[config.mk]
export PLATFORM = sky130hd
export DESIGN_NAME = store_merge_unit_flat
export DESIGN_NICKNAME = d
export VERILOG_FILES = /design/src/rtl/store_merge_unit_if.sv /design/src/rtl/store_merge_unit.sv /design/src/flat_wrapper.sv
export SDC_FILE = /design/constraint.sdc
export NUM_CORES = 1
export LEC_CHECK = 0
export CELL_PAD_IN_SITES_DETAIL_PLACEMENT = 1
export CELL_PAD_IN_SITES_GLOBAL_PLACEMENT = 1
export CORE_MARGIN = 2
export CORE_UTILIZATION = 29
export CTS_CLUSTER_DIAMETER = 30
export DETAILED_ROUTE_END_ITERATION = 10
export GPL_TIMING_DRIVEN = 0
export PLACE_DENSITY_LB_ADDON = 0.15
export SETUP_SLACK_MARGIN = 0.4
export SYNTH_ARGS = -nofsm -noshare
export SYNTH_HDL_FRONTEND = slang
export SYNTH_SLANG_ARGS = --single-unit
export TNS_END_PERCENT = 20
[constraint.sdc]
create_clock -name clk -period 2.7 [get_ports clk]
set_input_delay 0.405 -clock clk [delete_from_list [all_inputs] [get_ports clk]]
set_output_delay 0.405 -clock clk [all_outputs]
set_load 0.05 [all_outputs]
[src/rtl/store_merge_unit_if.sv]
`default_nettype none
// ============================================================================
// Module   : store_merge_unit_if
// Brief    : CPU-store and word-memory signal bundle for store_merge_unit.
// Revision : 1.0 - initial release
// ============================================================================
interface store_merge_unit_if;
    logic        st_req;
    logic [31:0] st_addr;
    logic [31:0] st_data;
    logic        w;
    logic        h;
    logic        b;
    logic        st_busy;
    logic        st_done;
    logic        st_err;
    logic [31:0] mem_addr;
    logic        mem_rd;
    logic        mem_wr;
    logic [31:0] mem_wdata;
    logic [31:0] mem_rdata;
    logic        mem_ack;

    // Design-side view: accepts CPU stores, drives the memory port.
    modport slave (
        input  st_req, st_addr, st_data, w, h, b, mem_rdata, mem_ack,
        output st_busy, st_done, st_err, mem_addr, mem_rd, mem_wr, mem_wdata
    );

    // Environment view: CPU plus data memory.
    modport master (
        output st_req, st_addr, st_data, w, h, b, mem_rdata, mem_ack,
        input  st_busy, st_done, st_err, mem_addr, mem_rd, mem_wr, mem_wdata
    );
endinterface
`default_nettype wire

[src/rtl/store_merge_unit.sv]
`default_nettype none
// ============================================================================
// Module   : store_merge_unit
// Brief    : Turns word/half/byte CPU stores into word-wide memory writes,
//            using read-modify-write for sub-word stores.
// Revision : 1.0 - initial release
// ============================================================================
module store_merge_unit #(
    parameter int unsigned TIMEOUT = 255
) (
    input  logic                clk,
    input  logic                rst,
    store_merge_unit_if.slave   bus
);

    typedef enum logic [2:0] {
        S_IDLE  = 3'd0,
        S_READ  = 3'd1,
        S_WRITE = 3'd2,
        S_DONE  = 3'd3,
        S_ERR   = 3'd4
    } state_t;

    localparam logic [7:0] c_timeout = 8'(TIMEOUT);

    state_t      r_state;
    state_t      w_next_state;
    logic [7:0]  r_cnt;
    logic [7:0]  w_next_cnt;
    logic [7:0]  w_cnt_inc;
    logic [1:0]  r_lane;
    logic [15:0] r_data;
    logic        r_half;
    logic [31:0] r_mem_addr;
    logic [31:0] r_mem_wdata;
    logic        r_mem_rd;
    logic        r_mem_wr;
    logic        r_busy;
    logic        r_done;
    logic        r_err;
    logic        w_onehot;
    logic        w_bad;
    logic [31:0] w_merged;

    // Request legality, evaluated only when a request is sampled in IDLE.
    always_comb begin
        w_onehot = ({bus.w, bus.h, bus.b} == 3'b100) ||
                   ({bus.w, bus.h, bus.b} == 3'b010) ||
                   ({bus.w, bus.h, bus.b} == 3'b001);
        w_bad    = !w_onehot ||
                   (bus.w && (bus.st_addr[1:0] != 2'b00)) ||
                   (bus.h && bus.st_addr[0]);
    end

    // Little-endian lane insertion of the latched store data into the read word.
    always_comb begin
        w_merged = bus.mem_rdata;
        if (r_half) begin
            if (r_lane[1]) begin
                w_merged[31:16] = r_data;
            end else begin
                w_merged[15:0]  = r_data;
            end
        end else begin
            case (r_lane)
                2'd0:    w_merged[7:0]   = r_data[7:0];
                2'd1:    w_merged[15:8]  = r_data[7:0];
                2'd2:    w_merged[23:16] = r_data[7:0];
                default: w_merged[31:24] = r_data[7:0];
            endcase
        end
    end

    // Next-state and wait counter. An ack in the final permitted cycle wins.
    always_comb begin
        w_next_state = r_state;
        w_next_cnt   = r_cnt;
        w_cnt_inc    = r_cnt + 8'd1;
        case (r_state)
            S_IDLE: begin
                if (bus.st_req) begin
                    w_next_cnt = 8'd0;
                    if (w_bad) begin
                        w_next_state = S_ERR;
                    end else if (bus.w) begin
                        w_next_state = S_WRITE;
                    end else begin
                        w_next_state = S_READ;
                    end
                end
            end
            S_READ: begin
                if (bus.mem_ack) begin
                    w_next_state = S_WRITE;
                    w_next_cnt   = 8'd0;
                end else begin
                    w_next_cnt = w_cnt_inc;
                    if (w_cnt_inc == c_timeout) begin
                        w_next_state = S_ERR;
                    end
                end
            end
            S_WRITE: begin
                if (bus.mem_ack) begin
                    w_next_state = S_DONE;
                    w_next_cnt   = 8'd0;
                end else begin
                    w_next_cnt = w_cnt_inc;
                    if (w_cnt_inc == c_timeout) begin
                        w_next_state = S_ERR;
                    end
                end
            end
            S_DONE:  w_next_state = S_IDLE;
            S_ERR:   w_next_state = S_IDLE;
            default: w_next_state = S_IDLE;
        endcase
    end

    // State plus outputs registered from the next state so every output is a flop.
    always_ff @(posedge clk or posedge rst) begin
        if (rst) begin
            r_state  <= S_IDLE;
            r_cnt    <= 8'd0;
            r_busy   <= 1'b0;
            r_done   <= 1'b0;
            r_err    <= 1'b0;
            r_mem_rd <= 1'b0;
            r_mem_wr <= 1'b0;
        end else begin
            r_state  <= w_next_state;
            r_cnt    <= w_next_cnt;
            r_busy   <= (w_next_state != S_IDLE);
            r_done   <= (w_next_state == S_DONE);
            r_err    <= (w_next_state == S_ERR);
            r_mem_rd <= (w_next_state == S_READ);
            r_mem_wr <= (w_next_state == S_WRITE);
        end
    end

    always_ff @(posedge clk or posedge rst) begin
        if (rst) begin
            r_lane      <= 2'd0;
            r_data      <= 16'd0;
            r_half      <= 1'b0;
            r_mem_addr  <= 32'd0;
            r_mem_wdata <= 32'd0;
        end else begin
            if ((r_state == S_IDLE) && bus.st_req) begin
                r_lane     <= bus.st_addr[1:0];
                r_data     <= bus.st_data[15:0];
                r_half     <= bus.h;
                r_mem_addr <= {bus.st_addr[31:2], 2'b00};
                if (bus.w) begin
                    r_mem_wdata <= bus.st_data;
                end
            end else if ((r_state == S_READ) && bus.mem_ack) begin
                r_mem_wdata <= w_merged;
            end
        end
    end

    assign bus.st_busy   = r_busy;
    assign bus.st_done   = r_done;
    assign bus.st_err    = r_err;
    assign bus.mem_addr  = r_mem_addr;
    assign bus.mem_rd    = r_mem_rd;
    assign bus.mem_wr    = r_mem_wr;
    assign bus.mem_wdata = r_mem_wdata;

endmodule
`default_nettype wire

[src/flat_wrapper.sv]
// flat-port wrapper written by rule: the top's interface ports become plain ports
module store_merge_unit_flat 
#(
    parameter int unsigned TIMEOUT = 255
)
  (clk, rst, bus_st_req, bus_st_addr, bus_st_data, bus_w, bus_h, bus_b, bus_mem_rdata, bus_mem_ack, bus_st_busy, bus_st_done, bus_st_err, bus_mem_addr, bus_mem_rd, bus_mem_wr, bus_mem_wdata);
  store_merge_unit_if bus_i ();
  input  logic clk;
  input  logic rst;
  input wire logic [$bits(bus_i.st_req)-1:0] bus_st_req;
  input wire logic [$bits(bus_i.st_addr)-1:0] bus_st_addr;
  input wire logic [$bits(bus_i.st_data)-1:0] bus_st_data;
  input wire logic [$bits(bus_i.w)-1:0] bus_w;
  input wire logic [$bits(bus_i.h)-1:0] bus_h;
  input wire logic [$bits(bus_i.b)-1:0] bus_b;
  input wire logic [$bits(bus_i.mem_rdata)-1:0] bus_mem_rdata;
  input wire logic [$bits(bus_i.mem_ack)-1:0] bus_mem_ack;
  output wire logic [$bits(bus_i.st_busy)-1:0] bus_st_busy;
  output wire logic [$bits(bus_i.st_done)-1:0] bus_st_done;
  output wire logic [$bits(bus_i.st_err)-1:0] bus_st_err;
  output wire logic [$bits(bus_i.mem_addr)-1:0] bus_mem_addr;
  output wire logic [$bits(bus_i.mem_rd)-1:0] bus_mem_rd;
  output wire logic [$bits(bus_i.mem_wr)-1:0] bus_mem_wr;
  output wire logic [$bits(bus_i.mem_wdata)-1:0] bus_mem_wdata;
  assign bus_i.st_req = bus_st_req;
  assign bus_i.st_addr = bus_st_addr;
  assign bus_i.st_data = bus_st_data;
  assign bus_i.w = bus_w;
  assign bus_i.h = bus_h;
  assign bus_i.b = bus_b;
  assign bus_i.mem_rdata = bus_mem_rdata;
  assign bus_i.mem_ack = bus_mem_ack;
  assign bus_st_busy = bus_i.st_busy;
  assign bus_st_done = bus_i.st_done;
  assign bus_st_err = bus_i.st_err;
  assign bus_mem_addr = bus_i.mem_addr;
  assign bus_mem_rd = bus_i.mem_rd;
  assign bus_mem_wr = bus_i.mem_wr;
  assign bus_mem_wdata = bus_i.mem_wdata;
  store_merge_unit #(.TIMEOUT(TIMEOUT)) u_core (.clk(clk), .rst(rst), .bus(bus_i));
endmodule
==> results of run 1 <==
## layer usage
layer / vias up / GRT usage, % / wire length [um]
met2: 123 / 30.96 / 7346
met3: 14 / 3.964 / 960
met5: - / 0 / 0
li1: 2068 / - / -
met1: 2156 / 25.48 / 7023
met4: 0 / 5.818 / 196
## area by class of cell
cell class                 count  area (um2)
multi-input combinational    373        1922
clock buffer                  12       256.5
buffer                        31       185.2
fill                        1765        8363
clock inverter                 4       75.07
timing repair buffer         171        1732
tap                          211       264.0
sequential                    97        2427
inverter                       8       33.78
## how the worst min path moves through the flow
| stage | depth (start not counted) | slack [ns] | endpoint |
|---|---|---|---|
| floorplan | 2 | 0.44 | u_core.r_data[14] |
| global placement | 2 | 0.46 | u_core.bus.mem_addr[31] |
| detailed placement | 2 | 0.46 | u_core.r_data[9] |
| CTS | 2 | 0.45 | u_core.bus.mem_wdata[7] |
| global route | 2 | 0.47 | u_core.bus.mem_wdata[7] |
| finish | 2 | 0.45 | u_core.r_data[4] |
## synthesized netlist by cell type (2+ instances only)
library cell,number
nor2b_1,2
mux2_2,10
a21boi_1,6
o22ai_1,8
buf_4,2
nor2_1,22
xnor2_1,3
o31ai_1,3
a21oi_1,20
dfrtp_1,97
mux2i_1,8
nand2b_1,2
inv_1,6
clkbuf_1,9
nand2_1,183
o21a_1,8
o32ai_1,2
a21o_1,8
o21ai_0,35
or3b_2,2
or3_1,2
a221oi_1,2
a311oi_1,8
o21ai_1,11
buf_2,13
buf_6,6
ha_1,2
nand3_1,14
## flip-flops by register name, summed over array words and instances (netlist names)
name,flops
u_core.bus.mem_addr,30
u_core.bus.mem_rd,1
u_core.bus.mem_wdata,32
u_core.bus.mem_wr,1
u_core.bus.st_busy,1
u_core.bus.st_done,1
u_core.bus.st_err,1
u_core.r_cnt,8
u_core.r_data,16
u_core.r_half,1
u_core.r_lane,2
u_core.r_state,3
## stage by stage
| stage | hold WS (ns) | setup WS [ns] | cells | util [%] |
|---|---|---|---|---|
| 4_1_cts | 0.4461 | 0.6621 | 907 | 45.19 |
| 6_report | 0.4465 | 0.6395 | 907 | 45.19 |
| 3_3_place_gp | 0.4588 | 0.04666 | 889 | 42.76 |
| 3_5_place_dp | 0.4649 | 0.2978 | 891 | 43.02 |
| 5_1_grt | 0.4744 | 0.5452 | 907 | 45.19 |
| 2_1_floorplan | 0.4404 | 0.9977 | 509 | - |
## worst reg2reg max path: stages, from the launching register on
cell      delay (ns)
dfrtp_1         0.38
buf_6           0.14
nand2_1         0.06
o21ai_0         0.07
nand2_1         0.09
buf_2           0.27
clkbuf_1        0.45
mux2_2          0.40
## kinds of logic (layout without fill, tap and decap cells)
group	Yosys count	count (layout)
buf+inv	39	226
xor+xnor	4	4
mux	18	18
other cells	1	2
compound gates	117	117
fa+ha+maj	2	2
flops	97	97
simple gates	230	230
## power by group through the flow
| stage | Clock [uW] | Sequential (uW) | Combinational (uW) |
|---|---|---|---|
| finish | 1430 | 2550 | 5230 |
| global route | 1530 | 2630 | 5640 |
| CTS | 1470 | 2560 | 5300 |
| detailed placement | 0 | 2580 | 5270 |
| global placement | 0 | 2540 | 5170 |
| floorplan | 0 | 4110 | 1860 |
## cells in the final DEF, fill, tap and decap left out, types with 9 or more instances in the layout
cell type | Yosys | layout
nor2_1 | 22 | 22
nand2_1 | 183 | 183
buf_2 | 13 | 13
o21ai_1 | 11 | 11
a21oi_1 | 20 | 20
clkbuf_16 | 0 | 9
nand3_1 | 14 | 14
o21ai_0 | 35 | 35
dfrtp_1 | 97 | 97
clkbuf_1 | 9 | 10
mux2_2 | 10 | 10
clkdlybuf4s50_1 | 0 | 169
==> run summary, run 1 <==
Simple-gate portion of the synthesized area - 20.55%
Startpoint types - input port
First-pass GRT wire length - 24.55 mm
Setup violators final - 0
Slew Limit Fails - 0
Die area - 16750 um2
HP Class - in2async
RSZ-0062 raised after global routing - false
Critical path data arrival time - 2.29 ns
Post-Synth Adder-Cell Area - 0.5487%
P_sw - 4436 uW
Hold-fix buffers, CTS - 0
CTS Sinks - 97
Rows - 45
WP depth - 7
Worst R2R Start - u_core.r_state[0]
Total power - 9210 uW
Initial antenna violation count - 0
PD cells - 1336 nW/um2
Switching part of the total - 48.17%
Die width - 129.4 um
Achievable Freq - 485.3 MHz
Syn-to-layout area delta - 51.19%
Post-CTS Resized - 0
Ys Warns - 0
Sequential power share - 27.7%
Max-cap violations - 0
Share of layout cells above drive strength 1 - 7.902%
CTS tree - yes
GP Congestion - 0.7875
Worst r2r dst - u_core.bus.mem_wdata[0]
Final ANT Viol Nets - 0
Synth Instances - 508
Worst skew pair latency - 0.34 ns
Chip Height - 129.4 um
Layout Skew - 0.01153 ns
FFs w/ async S/R, synth - 100.0%
Count of cell types in the netlist - 42
WL/cell - 17.12 um
Int Power - 4774 uW
Logic gate share of total power - 56.8%
Post CTS Setup Buffer Count - 0
#FFs+latches synth - 97
Vias post-DR - 4361
Share of the synthesized area in the top cell type - 53.22%
Post-DP HPWL - 11.95 mm
Max incr delay on CP - 0.49 ns
Rel. slew slack - 28.85%
Final Hold Fails - 0
Worst VDD drop - 0.0004956 V
Vias/cell - 4.808
Tmin final - 2.061 ns
Initial DRC count - 203
Status - completed
Post-synthesis mux area share - 4.225%
Worst Setup SP - bus_st_req
Placed cell area - 6564 um2
I/O pins - 172
Setup TNS - 0 ns
Post-synthesis sequential area ratio - 53.22%
Clock-pin transition on the worst setup and hold timing paths - 0.07 ns
Largest family of logic cells by synthesized area - simple AND/OR/NAND/NOR gates
Clk buf depth - 2
Synth area leaders - dfrtp_1, nand2_1, o21ai_0
Vias in the first global route - 4557
Critical Path Sink Type - flip-flop
Synth Area in XOR/XNOR - 0.7682%
Worst-path fanout max - 10
Fin crit share - 76.32%
Ys flop type - dfrtp_1
Critical path's slowest cell - clkdlybuf4s50_1
CP required - 2.93 ns
Crit Path Class - in2reg
Synth Area in Compound Gates - 15.88%
Ant. Diodes - 0
DRC - 0
WL final - 15.53 mm
Syn Area/Cell - 8.978 um2
Port bufs - 169
Post-synth top area cell - dfrtp_1
Area of the core - 15260 um2
Clock power frac - 15.5%
EDFF count, synth - 0
Fin area - 6895 um2
Static leakage - 0.003121 uW
Drt pass-1 iters - 4
Worst reg-to-reg path cell count - 7
Worst-Margin Slew - 1.058 ns
Root Driver - clkbuf_16
NumNets Final - 796
Number of CTS-inserted buffers - 9
Starting density of the core - 29.89%
Largest net degree at the start of global routing - 42
Most Frequent Cell on Critical Path - nand2_1
Synthesized area - 4561 um2
Crit path cell chain - clkdlybuf4s50_1 > nand2_1 > o21ai_0 > nand2_1 > buf_2 > clkbuf_1 > mux2_2
Htree depth - 3
All-Layer GR Usage - 18.99%
Cell family contributing the most delay on the critical path - buffers and inverters
Overflow left after global routing - 0
CP Capture Point - u_core.bus.mem_wdata[0]
WP buf/inv - 3
Reg2reg setup slack - 0.72 ns
No activity file was read; power rests on OpenSTA's default activity.
==> run 2: changes to the inputs <==
- clock period: 2.7 -> 1.82 ns (I/O delays scaled with it)
==> run 2 against run 1 <==
Net effect: first-iteration DRC count shrank 4.4%; worst hold slack got worse by 0.081 ns; the flow now finishes with violations (negative setup slack); power increased by 53%.
==> run summary, run 2 (synthesis gave the netlist of run 1 again) <==
Total power - 14090 uW (+53%)
Clock-pin transition on the worst setup and hold timing paths - 0.07 ns (about the same)
WL final - 16.44 mm (+5.9%)
Die area - 16750 um2 (unchanged)
Worst-path fanout max - 10 (unchanged)
Max incr delay on CP - 0.53 ns (+0.04 ns)
Setup violators final - 3 (+3)
Port bufs - 169 (unchanged)
PD cells - 1961 nW/um2 (+47%)
Critical path data arrival time - 2.05 ns (-0.24 ns)
Fin worst setup slack - -0.01886 ns (-0.6583 ns)
Htree depth - 3 (unchanged)
CTS tree - yes
Area of the core - 15260 um2 (unchanged)
Most common cell after layout, fill and taps aside - nand2_1
Share of layout cells above drive strength 1 - 25.53% (+18 points)
Setup TNS - -0.03345 ns (-0.03345 ns)
Critical Path Sink Type - flip-flop
Initial antenna violation count - 0 (unchanged)
First-pass GRT wire length - 25.08 mm (+2.2%)
I/O pins - 172 (unchanged)
Drt pass-1 iters - 7 (+3)
Cell Count, Final, Fillers Out - 924 (+1.9%)
Worst skew pair latency - 0.35 ns (about the same)
Vias post-DR - 4452 (+2.1%)
Largest net degree at the start of global routing - 42 (unchanged)
Final ANT Viol Nets - 0 (unchanged)
Slew Limit Fails - 0 (unchanged)
Vias/cell - 4.818 (+0.21%)
Critical path's slowest cell - or4b_4
All-Layer GR Usage - 19.43% (+0.44 points)
Final Hold Fails - 0 (unchanged)
Placed cell area - 6566 um2 (about the same)
Fin crit share - 101.0%
Rows - 45 (unchanged)
Layout Skew - 0.01299 ns (+0.001467 ns)
Worst-Margin Slew - 0.6555 ns (-0.4026 ns)
Crit Path Class - reg2reg
Commonest cells after routing, fill and taps aside - nand2_1, clkdlybuf4s50_1, dfrtp_1, clkbuf_2
Crit path cell chain - buf_6 > or4b_4 > buf_8 > buf_6 > o21a_1 > a21boi_2 > o21ai_1
Violated checks - negative setup slack
Root Driver - clkbuf_16
GP Congestion - 0.8362 (+6.2%)
Syn-to-layout area delta - 57.53%
Most Frequent Cell on Critical Path - buf_6
HP Class - in2async
Worst VDD drop - 0.0008602 V (+74%)
Die width - 129.4 um (unchanged)
Tmin final - 1.839 ns
Chip Height - 129.4 um (unchanged)
Starting density of the core - 29.89% (unchanged)
WL/cell - 17.80 um (+4.0%)
Overflow left after global routing - 0 (unchanged)
Startpoint types - flip-flop
Hold-fix buffers, CTS - 0 (unchanged)
RSZ-0062 raised after global routing - true
Initial DRC count - 194 (-4.4%)
Ant. Diodes - 0 (unchanged)
Post-DP HPWL - 12.03 mm (+0.68%)
Number of CTS-inserted buffers - 9 (unchanged)
Vias in the first global route - 4636 (+1.7%)
Inst Count DP - 891 (unchanged)
Achievable Freq - 543.8 MHz
NumNets Final - 815 (+2.4%)
Fin area - 7184 um2 (+4.2%)
Static leakage - 0.003548 uW (+14%)
Max-cap violations - 0 (unchanged)
CP required - 2.04 ns (-0.89 ns)
CTS Sinks - 97 (unchanged)
Rel. slew slack - 56.21% (+27 points)
DRC - 0 (unchanged)
Max FFs per register - 32 (unchanged)
Clk buf depth - 2 (unchanged)
Status - finished with violations
## run 2: changes by cell type in the layout (fill, tap and decap cells not counted), sizes merged
cell	previous run	this run
buf	24	43
bufinv	2	1
clkbuf	21	74
clkdlybuf4s50	169	100
clkinv	1	2
clkinvlp	3	1
dlymetal6s2s	0	16
## run 2: through the flow
stage          utilization [%]  hold slack [ns]  setup WS (ns)
6_report                 47.08           0.3652       -0.01886
5_1_grt                  47.08           0.4151       -0.07126
3_3_place_gp             42.77           0.4579        -0.6739
2_1_floorplan                -           0.3784         0.1228
4_1_cts                  46.83           0.3793      0.0005866
3_5_place_dp             43.03           0.4651        -0.4374
## run 2: cell type report
class / count / area [um2]
Buffer: 31 / 274.0
Clock inverter: 2 / 38.79
Sequential cell: 97 / 2430
Tap cell: 211 / 264.0
Fill cell: 1735 / 8074
Multi-Input combinational cell: 373 / 2183
Inverter: 8 / 36.28
Clock buffer: 12 / 256.5
Timing Repair Buffer: 190 / 1702
## run 2: report_power, final
group | switching, uW | internal, uW | total, uW | leakage [uW]
registers | 659 | 3130 | 3780 | 0.00122
clock network | 808 | 1130 | 1940 | 0.000145
logic | 5520 | 2850 | 8370 | 0.00219
total | 6990 | 7100 | 14100 | 0.00355
## run 2: per-layer routing
layer  wire (um)  vias to the layer above  GRT usage (%)
li1            -                     2111              -
met1        7434                     2206          26.90
met2        7987                      118          31.58
met3         792                       17          3.179
met4         229                        0          5.499
met5           0                        -              0
## run 2: worst paths after layout
check,from,to,slack [ns],cells past startpoint
max,u_core.r_state[1],u_core.bus.mem_wdata[8],-0.02,7
min,rst,u_core.bus.mem_addr[9],0.37,2
max reg2reg,u_core.r_state[1],u_core.bus.mem_wdata[8],-0.02,7
min reg2reg,u_core.bus.mem_addr[13],u_core.bus.mem_addr[13],0.48,2
max in group asynchronous,rst,u_core.bus.mem_wdata[26],0.82,3
min in group clk,bus_st_req,u_core.bus.st_busy,0.41,3
## run 2: critical path, delay by kind of cell, from the launching register on
family | cells | cell delay [ns]
DFF | 1 | 0.37
AOI/OAI and AO/OA | 3 | 0.36
and+or+nand+nor | 1 | 0.53
buffers and inverters | 3 | 0.43
## run 2: repair_timing
item                       CTS  global route
setup buffers               10             7
setup endpoints to repair  163           164
resized for setup           59           193
gates cloned                 2             0
pin swaps                    6             6
==> run 3: changes to the inputs <==
- CORE_UTILIZATION: 29 -> 41
- DONT_BUFFER_PORTS: default -> 1
- RECOVER_POWER: default -> 25
==> run 3 against run 2 <==
Net effect: sequential share of layout area increased by 7.1 points; first-iteration DRC count increased by 3.1%; register-to-register slack about the same; clock-buffer cell count decreased by 3; via count decreased by 12%; the flow still finishes with violations (negative setup slack).
==> run summary, run 3 (synthesis gave the netlist of run 1 again) <==
Status - finished with violations
Violated checks - negative setup slack
Syn-to-layout area delta - 30.23%
CP required - 2.10 ns (+0.06 ns)
CTS Sinks - 97 (unchanged)
I/O pins - 172 (unchanged)
Tmin final - 1.852 ns (+0.01316 ns)
Chip Height - 109.5 um (-15%)
Critical path data arrival time - 2.14 ns (+0.09 ns)
Die area - 11980 um2 (-28%)
Root Driver - clkbuf_8
Largest net degree at the start of global routing - 39 (-7.1%)
Ant. Diodes - 0 (unchanged)
Initial DRC count - 200 (+3.1%)
Pre-CTS setup slack - -0.1455 ns (+0.2919 ns)
RSZ-0062 raised after global routing - true
Overflow left after global routing - 0 (unchanged)
Setup TNS - -0.09841 ns (-0.06497 ns)
DRC - 0 (unchanged)
Final ANT Viol Nets - 0 (unchanged)
Fin worst setup slack - -0.03202 ns (-0.01316 ns)
Worst skew pair latency - 0.38 ns (+0.03 ns)
WL final - 14.52 mm (-12%)
WL/cell - 20.42 um (+15%)
Number of CTS-inserted buffers - 9 (unchanged)
Max FFs per register - 32 (unchanged)
First-pass GRT wire length - 21.96 mm (-12%)
Slew Limit Fails - 0 (unchanged)
Total power - 12820 uW (-9.0%)
Area of the core - 10840 um2 (-29%)
All-Layer GR Usage - 23.92% (+4.5 points)
Commonest cells after routing, fill and taps aside - nand2_1, dfrtp_1, dlygate4sd3_1, o21ai_1
Fin crit share - 101.8% (+0.72 points)
Clk buf depth - 2 (unchanged)
PD cells - 2158 nW/um2 (+10%)
Drt pass-1 iters - 6 (-1)
Most common cell after layout, fill and taps aside - nand2_1
Final Hold Fails - 0 (unchanged)
Worst VDD drop - 0.001104 V (+28%)
NumNets Final - 671 (-18%)
Rows - 38 (-16%)
CTS tree - yes
Rel. slew slack - 53.66% (-2.5 points)
GP Congestion - 0.8250 (-1.3%)
Worst-Margin Slew - 0.6909 ns (+0.03539 ns)
Starting density of the core - 42.07% (+12 points)
Max-cap violations - 0 (unchanged)
Vias/cell - 5.508 (+14%)
Share of layout cells above drive strength 1 - 25.04% (-0.48 points)
Static leakage - 0.002788 uW (-21%)
Die width - 109.5 um (-15%)
Setup violators final - 7 (+4)
Clock-pin transition on the worst setup and hold timing paths - 0.10 ns (+0.03 ns)
Layout Skew - 0.007899 ns (-0.005094 ns)
Fill count - 1211 (-30%)
Crit Path Class - reg2reg
Vias in the first global route - 4244 (-8.5%)
Worst-path fanout max - 10 (unchanged)
Startpoint types - flip-flop
Vias post-DR - 3916 (-12%)
Port bufs - 0 (-100%)
Achievable Freq - 540.0 MHz (-0.71%)
Htree depth - 3 (unchanged)
Initial antenna violation count - 0 (unchanged)
Critical Path Sink Type - flip-flop
HP Class - in2reg
Post-DP HPWL - 9.793 mm (-19%)
run 3: cell types whose count changed in the layout (fill, tap and decap cells not counted), moves of 6 or more:
cell / before / now
clkdlybuf4s50_1: 100 / 0
clkbuf_2: 56 / 5
dlygate4sd3_1: 0 / 31
dlymetal6s2s_1: 16 / 0
clkbuf_8: 2 / 10
clkbuf_16: 9 / 2
nand2_1: 183 / 176
buf_4: 18 / 12
run 3: metal layers:
metal / vias up / share of wire [%] / GRT usage, %
met1: 1957 / 39 / 27.96
met3: 19 / 7.0 / 6.106
met4: 0 / 2.0 / 9.222
met2: 120 / 52 / 42.02
met5: - / 0 / 0
li1: 1820 / - / -
run 3: area by class of cell:
type	instances	area (um2)	area share [%]
Clock inverter	7	101.3	1.706
Inverter	8	36.28	0.6109
Multi-Input combinational cell	373	2270	38.21
Tap cell	140	175.2	2.949
Timing Repair Buffer	46	486.7	8.195
Clock buffer	9	123.9	2.086
Buffer	31	314.1	5.288
Sequential cell	97	2432	40.95
run 3: metrics by stage:
| stage | util [%] | cell area [um2] | std cells | hold slack, ns |
|---|---|---|---|---|
| after global placement | 43.78 | 4746 | 649 | 0.3811 |
| final | 54.79 | 5939 | 711 | 0.009396 |
| after detailed placement | 44.15 | 4786 | 651 | 0.2844 |
| after global routing | 54.79 | 5939 | 711 | 0.005862 |
| after CTS | 51.75 | 5610 | 701 | 0.00001982 |
| after floorplan | - | 4571 | 509 | 0.3784 |
run 3: where the power goes:
part	internal (uW)	switching [uW]	total [uW]	leakage, uW
registers	3080	3300	6380	0.00121
logic	2170	2660	4830	0.00147
clock network	786	821	1610	0.000106
run 3: final timing paths:
kind	start	end	slack [ns]	cells after the start
setup / recovery	u_core.r_state[0]	u_core.bus.mem_wdata[23]	-0.03	7
hold / removal	bus_st_addr[27]	u_core.bus.mem_addr[27]	0.009	2
setup reg to reg	u_core.r_state[0]	u_core.bus.mem_wdata[23]	-0.03	7
hold reg to reg	u_core.r_data[12]	u_core.r_data[12]	0.48	2
max in group asynchronous	rst	u_core.r_lane[0]	0.40	3
min in group asynchronous	rst	u_core.bus.mem_addr[31]	0.46	2
run 3: repair_timing:
item,4_1_cts,5_1_grt
buffers inserted,2,8
endpoints found under the hold margin,57,0
gates cloned,1,2
hold buffers,31,0
pin swaps,18,24
endpoints found under the setup margin,96,96
gates resized for setup,90,62
run 3: worst max-delay path: stages (launching register included):
cell and delay [ns]:
dfrtp_1 0.39, buf_6 0.13, or4b_4 0.58, buf_8 0.17, buf_6 0.15, nor2_1 0.11
a311oi_1 0.07, a21o_1 0.16
